$ cat config.mk
export PLATFORM = sky130hd
export DESIGN_NAME = mem_port_arbiter
export DESIGN_NICKNAME = d
export VERILOG_FILES = /design/src/rtl/mem_port_arbiter.sv
export SDC_FILE = /design/constraint.sdc
export NUM_CORES = 1
export LEC_CHECK = 0
export ABC_AREA = 1
export BUFFER_PORTS_ARGS = -buffer_cell sky130_fd_sc_hd__buf_2
export CORE_AREA = 5 5 386 388
export CTS_BUF_LIST = sky130_fd_sc_hd__clkbuf_4 sky130_fd_sc_hd__clkbuf_8
export DETAILED_ROUTE_END_ITERATION = 16
export DIE_AREA = 0 0 391 393
export SETUP_SLACK_MARGIN = 0.3
export SLEW_MARGIN = 10
export SYNTH_ARGS = -nofsm -noshare
export SYNTH_HDL_FRONTEND = slang
export SYNTH_SLANG_ARGS = --single-unit
$ cat constraint.sdc
create_clock -name clk -period 1.6 [get_ports clk]
set_input_delay 0 -clock clk [delete_from_list [all_inputs] [get_ports clk]]
set_output_delay 0 -clock clk [all_outputs]
set_load 0.01 [all_outputs]
$ cat src/rtl/mem_port_arbiter.sv
// mem_port_arbiter: round-robin sharing of the external memory port between icache (ID 0) and dcache (ID 1), with multi-beat write sequencing and tag-based response steering.
// Optional per-requester grant counters are enabled with `define MEM_PORT_ARB_STATS_EN.
module mem_port_arbiter #(
  parameter int ADDR_BITS = 28,
  parameter int DATA_BITS = 128,
  parameter int TAG_BITS  = 5,
  parameter int WR_BEATS  = 1
) (
  input  logic                   clk,
  input  logic                   reset,
  input  logic                   ic_req_valid,
  output logic                   ic_req_ready,
  input  logic                   ic_req_rw,
  input  logic [ADDR_BITS-1:0]   ic_req_addr,
  input  logic [TAG_BITS-2:0]    ic_req_tag,
  input  logic                   ic_req_data_valid,
  output logic                   ic_req_data_ready,
  input  logic [DATA_BITS-1:0]   ic_req_data_bits,
  input  logic [DATA_BITS/8-1:0] ic_req_data_mask,
  output logic                   ic_resp_valid,
  output logic [TAG_BITS-2:0]    ic_resp_tag,
  output logic [DATA_BITS-1:0]   ic_resp_data,
  input  logic                   dc_req_valid,
  output logic                   dc_req_ready,
  input  logic                   dc_req_rw,
  input  logic [ADDR_BITS-1:0]   dc_req_addr,
  input  logic [TAG_BITS-2:0]    dc_req_tag,
  input  logic                   dc_req_data_valid,
  output logic                   dc_req_data_ready,
  input  logic [DATA_BITS-1:0]   dc_req_data_bits,
  input  logic [DATA_BITS/8-1:0] dc_req_data_mask,
  output logic                   dc_resp_valid,
  output logic [TAG_BITS-2:0]    dc_resp_tag,
  output logic [DATA_BITS-1:0]   dc_resp_data,
  output logic                   mem_req_valid,
  input  logic                   mem_req_ready,
  output logic                   mem_req_rw,
  output logic [ADDR_BITS-1:0]   mem_req_addr,
  output logic [TAG_BITS-1:0]    mem_req_tag,
  output logic                   mem_req_data_valid,
  input  logic                   mem_req_data_ready,
  output logic [DATA_BITS-1:0]   mem_req_data_bits,
  output logic [DATA_BITS/8-1:0] mem_req_data_mask,
  input  logic                   mem_resp_valid,
  input  logic [TAG_BITS-1:0]    mem_resp_tag,
  input  logic [DATA_BITS-1:0]   mem_resp_data,
  output logic [31:0]            ic_grant_cnt,
  output logic [31:0]            dc_grant_cnt
);
  typedef enum logic [1:0] {IDLE, REQ, WDATA} state_t;
  state_t     state;
  logic       gnt, prio;
  logic [3:0] beat;
  logic       req_hs, data_hs;
  assign mem_req_valid      = state == REQ;
  assign mem_req_rw         = gnt ? dc_req_rw : ic_req_rw;
  assign mem_req_addr       = gnt ? dc_req_addr : ic_req_addr;
  assign mem_req_tag        = {gnt, gnt ? dc_req_tag : ic_req_tag};
  assign mem_req_data_valid = state == WDATA && (gnt ? dc_req_data_valid : ic_req_data_valid);
  assign mem_req_data_bits  = gnt ? dc_req_data_bits : ic_req_data_bits;
  assign mem_req_data_mask  = gnt ? dc_req_data_mask : ic_req_data_mask;
  assign ic_req_ready       = mem_req_valid && !gnt && mem_req_ready;
  assign dc_req_ready       = mem_req_valid && gnt && mem_req_ready;
  assign ic_req_data_ready  = state == WDATA && !gnt && mem_req_data_ready;
  assign dc_req_data_ready  = state == WDATA && gnt && mem_req_data_ready;
  assign req_hs             = mem_req_valid && mem_req_ready;
  assign data_hs            = mem_req_data_valid && mem_req_data_ready;
  // responses are steered purely by the tag's top bit, regardless of FSM state
  assign ic_resp_valid = mem_resp_valid && !mem_resp_tag[TAG_BITS-1];
  assign dc_resp_valid = mem_resp_valid && mem_resp_tag[TAG_BITS-1];
  assign ic_resp_tag   = mem_resp_tag[TAG_BITS-2:0];
  assign dc_resp_tag   = mem_resp_tag[TAG_BITS-2:0];
  assign ic_resp_data  = mem_resp_data;
  assign dc_resp_data  = mem_resp_data;
  always_ff @(posedge clk) begin
    if (!reset) begin
      state <= IDLE;
      gnt   <= 1'b0;
      prio  <= 1'b1;
      beat  <= 4'd0;
    end else begin
      case (state)
        IDLE: if (ic_req_valid || dc_req_valid) begin
          gnt   <= (ic_req_valid && dc_req_valid) ? prio : dc_req_valid;
          state <= REQ;
        end
        REQ: if (req_hs) begin
          if (mem_req_rw) begin
            state <= WDATA;
            beat  <= 4'd0;
          end else begin
            state <= IDLE;
            prio  <= ~gnt;
          end
        end
        WDATA: if (data_hs) begin
          beat <= beat + 4'd1;
          if (beat == 4'(WR_BEATS-1)) begin
            state <= IDLE;
            prio  <= ~gnt;
          end
        end
        default: state <= IDLE;
      endcase
    end
  end
`ifdef MEM_PORT_ARB_STATS_EN
  always_ff @(posedge clk) begin
    if (!reset) begin
      ic_grant_cnt <= 32'd0;
      dc_grant_cnt <= 32'd0;
    end else begin
      if (req_hs && !gnt) ic_grant_cnt <= ic_grant_cnt + 32'd1;
      if (req_hs && gnt) dc_grant_cnt <= dc_grant_cnt + 32'd1;
    end
  end
`else
  assign ic_grant_cnt = 32'd0;
  assign dc_grant_cnt = 32'd0;
`endif
endmodule

; ---- After elaboration in Yosys (flattened, before gate mapping)
; Index checks and enable logic that the tools add are counted.
[classes]
n_addsub = 1
eq_ne = 8
muxes = 22
n_bitwise = 1
reduce_logical = 24
[op_table]
columns = operator, n
row1 = $mux 128, 1
row2 = $mux 28, 1
row3 = $mux 16, 1
row4 = $mux 4, 4
row5 = $logic_and 1x1->1, 14
row6 = $mux 2, 5
row7 = $pmux 4 s2, 1
row8 = $reduce_and 4->1, 2
row9 = $mux 1, 7
row10 = $ne 2x1->1 const B, 3
row11 = $ne 2x2->1 const B, 3
row12 = $pmux 2 s3, 1
row13 = $reduce_and 5->1, 1
row14 = $add 4x1->4 const B, 1
row15 = $logic_not 4->1, 1
row16 = $eq 2x1->1 const B, 1
row17 = $eq 2x2->1 const B, 1
row18 = $logic_not 1->1, 2
row19 = $logic_not 2->1, 1
row20 = $pmux 1 s2, 1
row21 = $reduce_and 2->1, 1
row22 = $reduce_bool 2->1, 1
row23 = $logic_or 1x1->1, 1
row24 = $not 1->1, 1
[totals]
regBits = 8
input_bits = 496
word_cells = 60

; ---- Logic depth before layout (Yosys ltp)
[depth]
ltp_word = 5
ltp_mapped = 9

; ---- Least setup slack after synthesis
; OpenSTA, ideal clock, no wires.
[synth_timing]
kind = register to register
start = reg beat[0]
end = reg prio
arrival_time_ns = 1.089
slack_ns = 0.392
stages_incl_launch_ff = 9
n_path_buf = 0
synth_period_minus_slack_ns = 1.208
cell_sequence = dfxtp_1 > inv_1 > ha_1 > nor3b_1 > nand3_1 > o21ai_0 > nand2_1 > nand2_1 > nand3_1
[synth_via]
elab_chain_len = 3
[synth_lines]
columns = element, line
row1 = from (decl), 53  ; logic [3:0] beat;
row2 = from (signal assigned), 97  ; beat <= beat + 4'd1;
row3 = $logic_not 4->1, 98  ; if (beat == 4'(WR_BEATS-1)) begin
row4 = $ne 2x1->1 (no line), --
row5 = $reduce_and 5->1 (no line), --
row6 = to (signal assigned), 93  ; prio <= ~gnt;
row7 = to (signal assigned), 100  ; prio <= ~gnt;
row8 = to (decl), 52  ; logic gnt, prio;
; Every way passes these cells.
; A chain may end at the register's enable or synchronous reset.

; ---- Final worst setup path
[layout_timing]
start = reg gnt
end = out mem_req_data_bits[63]
[layout_via]
elab_chain_len = 1
[layout_lines]
columns = element, line
row1 = from (decl), 52
row2 = from (signal assigned), 84  ; gnt <= (ic_req_valid && dc_req_valid) ? prio : dc_req_valid;
row3 = $mux 128, 60  ; assign mem_req_data_bits = gnt ? dc_req_data_bits : ic_req_data_bits;
row4 = to (decl), 42  ; output logic [DATA_BITS-1:0] mem_req_data_bits,
; Every way passes these cells.

==> flow_summary.json <==
{
  "outcome": "complete, no violations",
  "yosys_warnings": 0,
  "endpoint_kind": "primary output",
  "slew_viol_final": 0,
  "avgSynthCellArea_um2": 5.293,
  "ys_seq_area_frac": 0.03075,
  "clock_latency_ns": 0.24,
  "viasPerCell": 2.310,
  "grt_usage": 0.1192,
  "crit_buf_inv": 3,
  "syn2layout_area_growth_pct": 89.57,
  "cpPeakStageDelay_ns": 0.40,
  "drive_above_1_share": 0.5392,
  "portBuffers": 549,
  "r2r_start": "gnt$_SDFFE_PN0P_",
  "numCtsBuffers": 3,
  "row_count": 140,
  "cts.clk_slew.worst_paths_ns": 0.05,
  "crit_fanout": 21,
  "rsz0062_at_grt": "yes",
  "fp.dieW_um": 391,
  "fin_crit_sh": 0.9606,
  "finalHoldViolCount": 0,
  "antenna_found_initial": 103,
  "finalSetupViolCount": 0,
  "synth_edf_count": 0,
  "period_needed_ns": 1.537,
  "wl_um": 99200,
  "fin_ws_ns": 0.06301,
  "fillers": 17350,
  "clk_path_buf_depth": 2,
  "cp.depth": 5,
  "gp_congestion": 0.9410,
  "cap_violations": 0,
  "overflow": 0,
  "firstDrtPassIters": 5,
  "io_pins": 1010,
  "netlist_instances": 984,
  "crit_chain": "inv_16 -> bufbuf_16 -> nand2_1 -> nand2_2 -> buf_6",
  "initial_utilization": 0.03591,
  "holdCritStartpoint": "mem_resp_data[119]",
  "startpoint_type": "flip-flop",
  "min_path_type": "input pin to primary output",
  "synthArstFlopShare": 0,
  "finalInstanceArea_mm2": 0.009874,
  "holdPathEnd": "ic_resp_data[119]",
  "vias": 7449,
  "die_area_mm2": 0.1537,
  "nets": 1775,
  "yosys_register_bits": 8,
  "ant_nets": 0,
  "cellLeakagePower_nw": 5.005,
  "required_ns": 1.60,
  "dpl.hpwl_um": 89940,
  "tritoncts": "yes",
  "grt_pass1_vias": 6423,
  "grt_pass1_wl_um": 108800,
  "place_area_mm2": 0.008462,
  "synth_cell_type_count": 26,
  "utilization": 0.06808,
  "drtIter0Drc": 469,
  "hold_depth": 0,
  "power_density_mw_per_mm2": 502.5,
  "clockRootBuffer": "clkbuf_8",
  "final.setup.tns_ns": 0,
  "dp_slack_ns": 0.08793,
  "skew_ns": 0.006983,
  "regToRegEndpoint": "beat[0]$_SDFFE_PN0P_",
  "grt_start_max_net_pins": 40,
  "core_area_mm2": 0.1450,
  "wire_per_inst_um": 30.76,
  "r2r_cells": 8,
  "cts.sinks": 8,
  "drc": 0,
  "path_class": "flip-flop to primary output",
  "cts_max_level": 1,
  "syn_area_mm2": 0.005209,
  "r2r_slack_ns": 0.16,
  "irDropWorstVdd_mv": 0.1891,
  "cp.arrival_ns": 1.54,
  "max_freq_mhz": 650.6,
  "die_y_um": 393,
  "cpLargestDelayFamily": "buffers and inverters",
  "synth_flop_cell": "dfxtp_1",
  "crit_slowest_cell": "dfxtp_4"
}
per-layer routing:
metal / track usage / vias up / part of all wire
li1: - / 3191 / -
met1: 0.09794 / 3054 / 0.28
met2: 0.1901 / 921 / 0.44
met3: 0.1386 / 193 / 0.25
met4: 0.01776 / 90 / 0.017
met5: 0.02041 / - / 0.012
synth_stat cells, types with 2 or more instances:
master    number  share of area
nand2_1      548           0.39
buf_4        330           0.48
buf_2         26          0.025
inv_1         14          0.010
clkbuf_1      12         0.0086
dfxtp_1        8          0.031
a21oi_1        7         0.0067
nor2_1         6         0.0043
nand3_1        5         0.0048
nand2_2        4         0.0048
nor3_1         4         0.0038
inv_2          3         0.0022
ha_1           2         0.0048
nand4_1        2         0.0024
o21ai_0        2         0.0019
layout by cell type (no fill, tap or decap), types with 2 or more instances in the layout:
cell       instances
nand2_4           29
dfxtp_1            7
nand2_2           52
diode_2           32
inv_1             13
ha_1               2
nand3_1            5
buf_12            30
nand2_1          471
buf_16            13
buf_2            473
bufbuf_16          2
nor2_1             5
clkbuf_8           3
conb_1            64
a21oi_1            7
nand4_1            2
buf_4             29
buf_6             30
clkbuf_4           8
nor3_1             4
clkbuf_16          5
o21ai_0            2
buf_8              4
inv_2              3
how the worst max path moves through the flow:
stage / end / slack (ns) / startpoint
2_1_floorplan: prio$_SDFFE_PN1P_ / 0.39 / beat[0]$_SDFFE_PN0P_
3_3_place_gp: mem_req_data_bits[16] / 0.09 / gnt$_SDFFE_PN0P_
3_5_place_dp: mem_req_data_bits[11] / 0.09 / gnt$_SDFFE_PN0P_
4_1_cts: mem_req_data_bits[50] / 0.04 / gnt$_SDFFE_PN0P_
5_1_grt: mem_req_data_bits[98] / 0.02 / gnt$_SDFFE_PN0P_
6_report: mem_req_data_bits[63] / 0.06 / gnt$_SDFFE_PN0P_
power by group:
group          leakage, nW  internal (W)  total [W]  switching, W
clock network       0.0264      0.000191   0.000282     0.0000914
registers           0.0659      0.000213   0.000233     0.0000204
logic                 4.91       0.00178    0.00445       0.00267
total                 5.00       0.00219    0.00496       0.00278
worst register-to-register path, stage by stage (launching register included):
cell	delay, ns
dfxtp_4	0.45
buf_6	0.21
nand2_1	0.07
nand2_1	0.12
nand2_1	0.08
nand2_1	0.11
nand3_2	0.12
o21ai_1	0.13
inv_1	0.05
state kept, by name, indices dropped and copies added, names as in the netlist:
name,flops
beat,4
state,2
gnt,1
prio,1
metrics by stage:
step / std cells / power (W) / hold slack (ns)
after global placement: 3164 / 0.003998 / 0.0001003
after floorplan: 1047 / 0.002231 / 0.04753
final: 3225 / 0.004962 / 0.00001111
after detailed placement: 3164 / 0.004002 / 0.0001003
after CTS: 3183 / 0.004813 / 0.0001003
after global routing: 3203 / 0.005325 / 0.00009317
cell families after synthesis:
kind of cell / share of synthesized area
AOI/OAI and AO/OA: 0.01778
adders and majority gates: 0.004803
other: 0.0007199
DFF: 0.03075
and+or+nand+nor: 0.4206
buffers and inverters: 0.5237
xor gates and xnor gates: 0.001682
repair_timing:
action,in CTS,in global routing
setup endpoints to repair,183,186
buffers inserted,4,3
hold buffers,1,0
pin swaps,1,33
endpoints found under the hold margin,2,0
gates cloned,10,7
resized for setup,101,136
cell type report:
class	instances	area, um2	share of cell area
Timing Repair Buffer	594	4194	0.4247
Multi-Input combinational cell	653	2909	0.2946
Tap cell	1917	2399	0.2429
Sequential cell	8	163.9	0.01660
Inverter	17	80.08	0.008109
Antenna cell	32	80.08	0.008109
Clock buffer	4	48.80	0.004942
(Power assumes the default switching activity.)
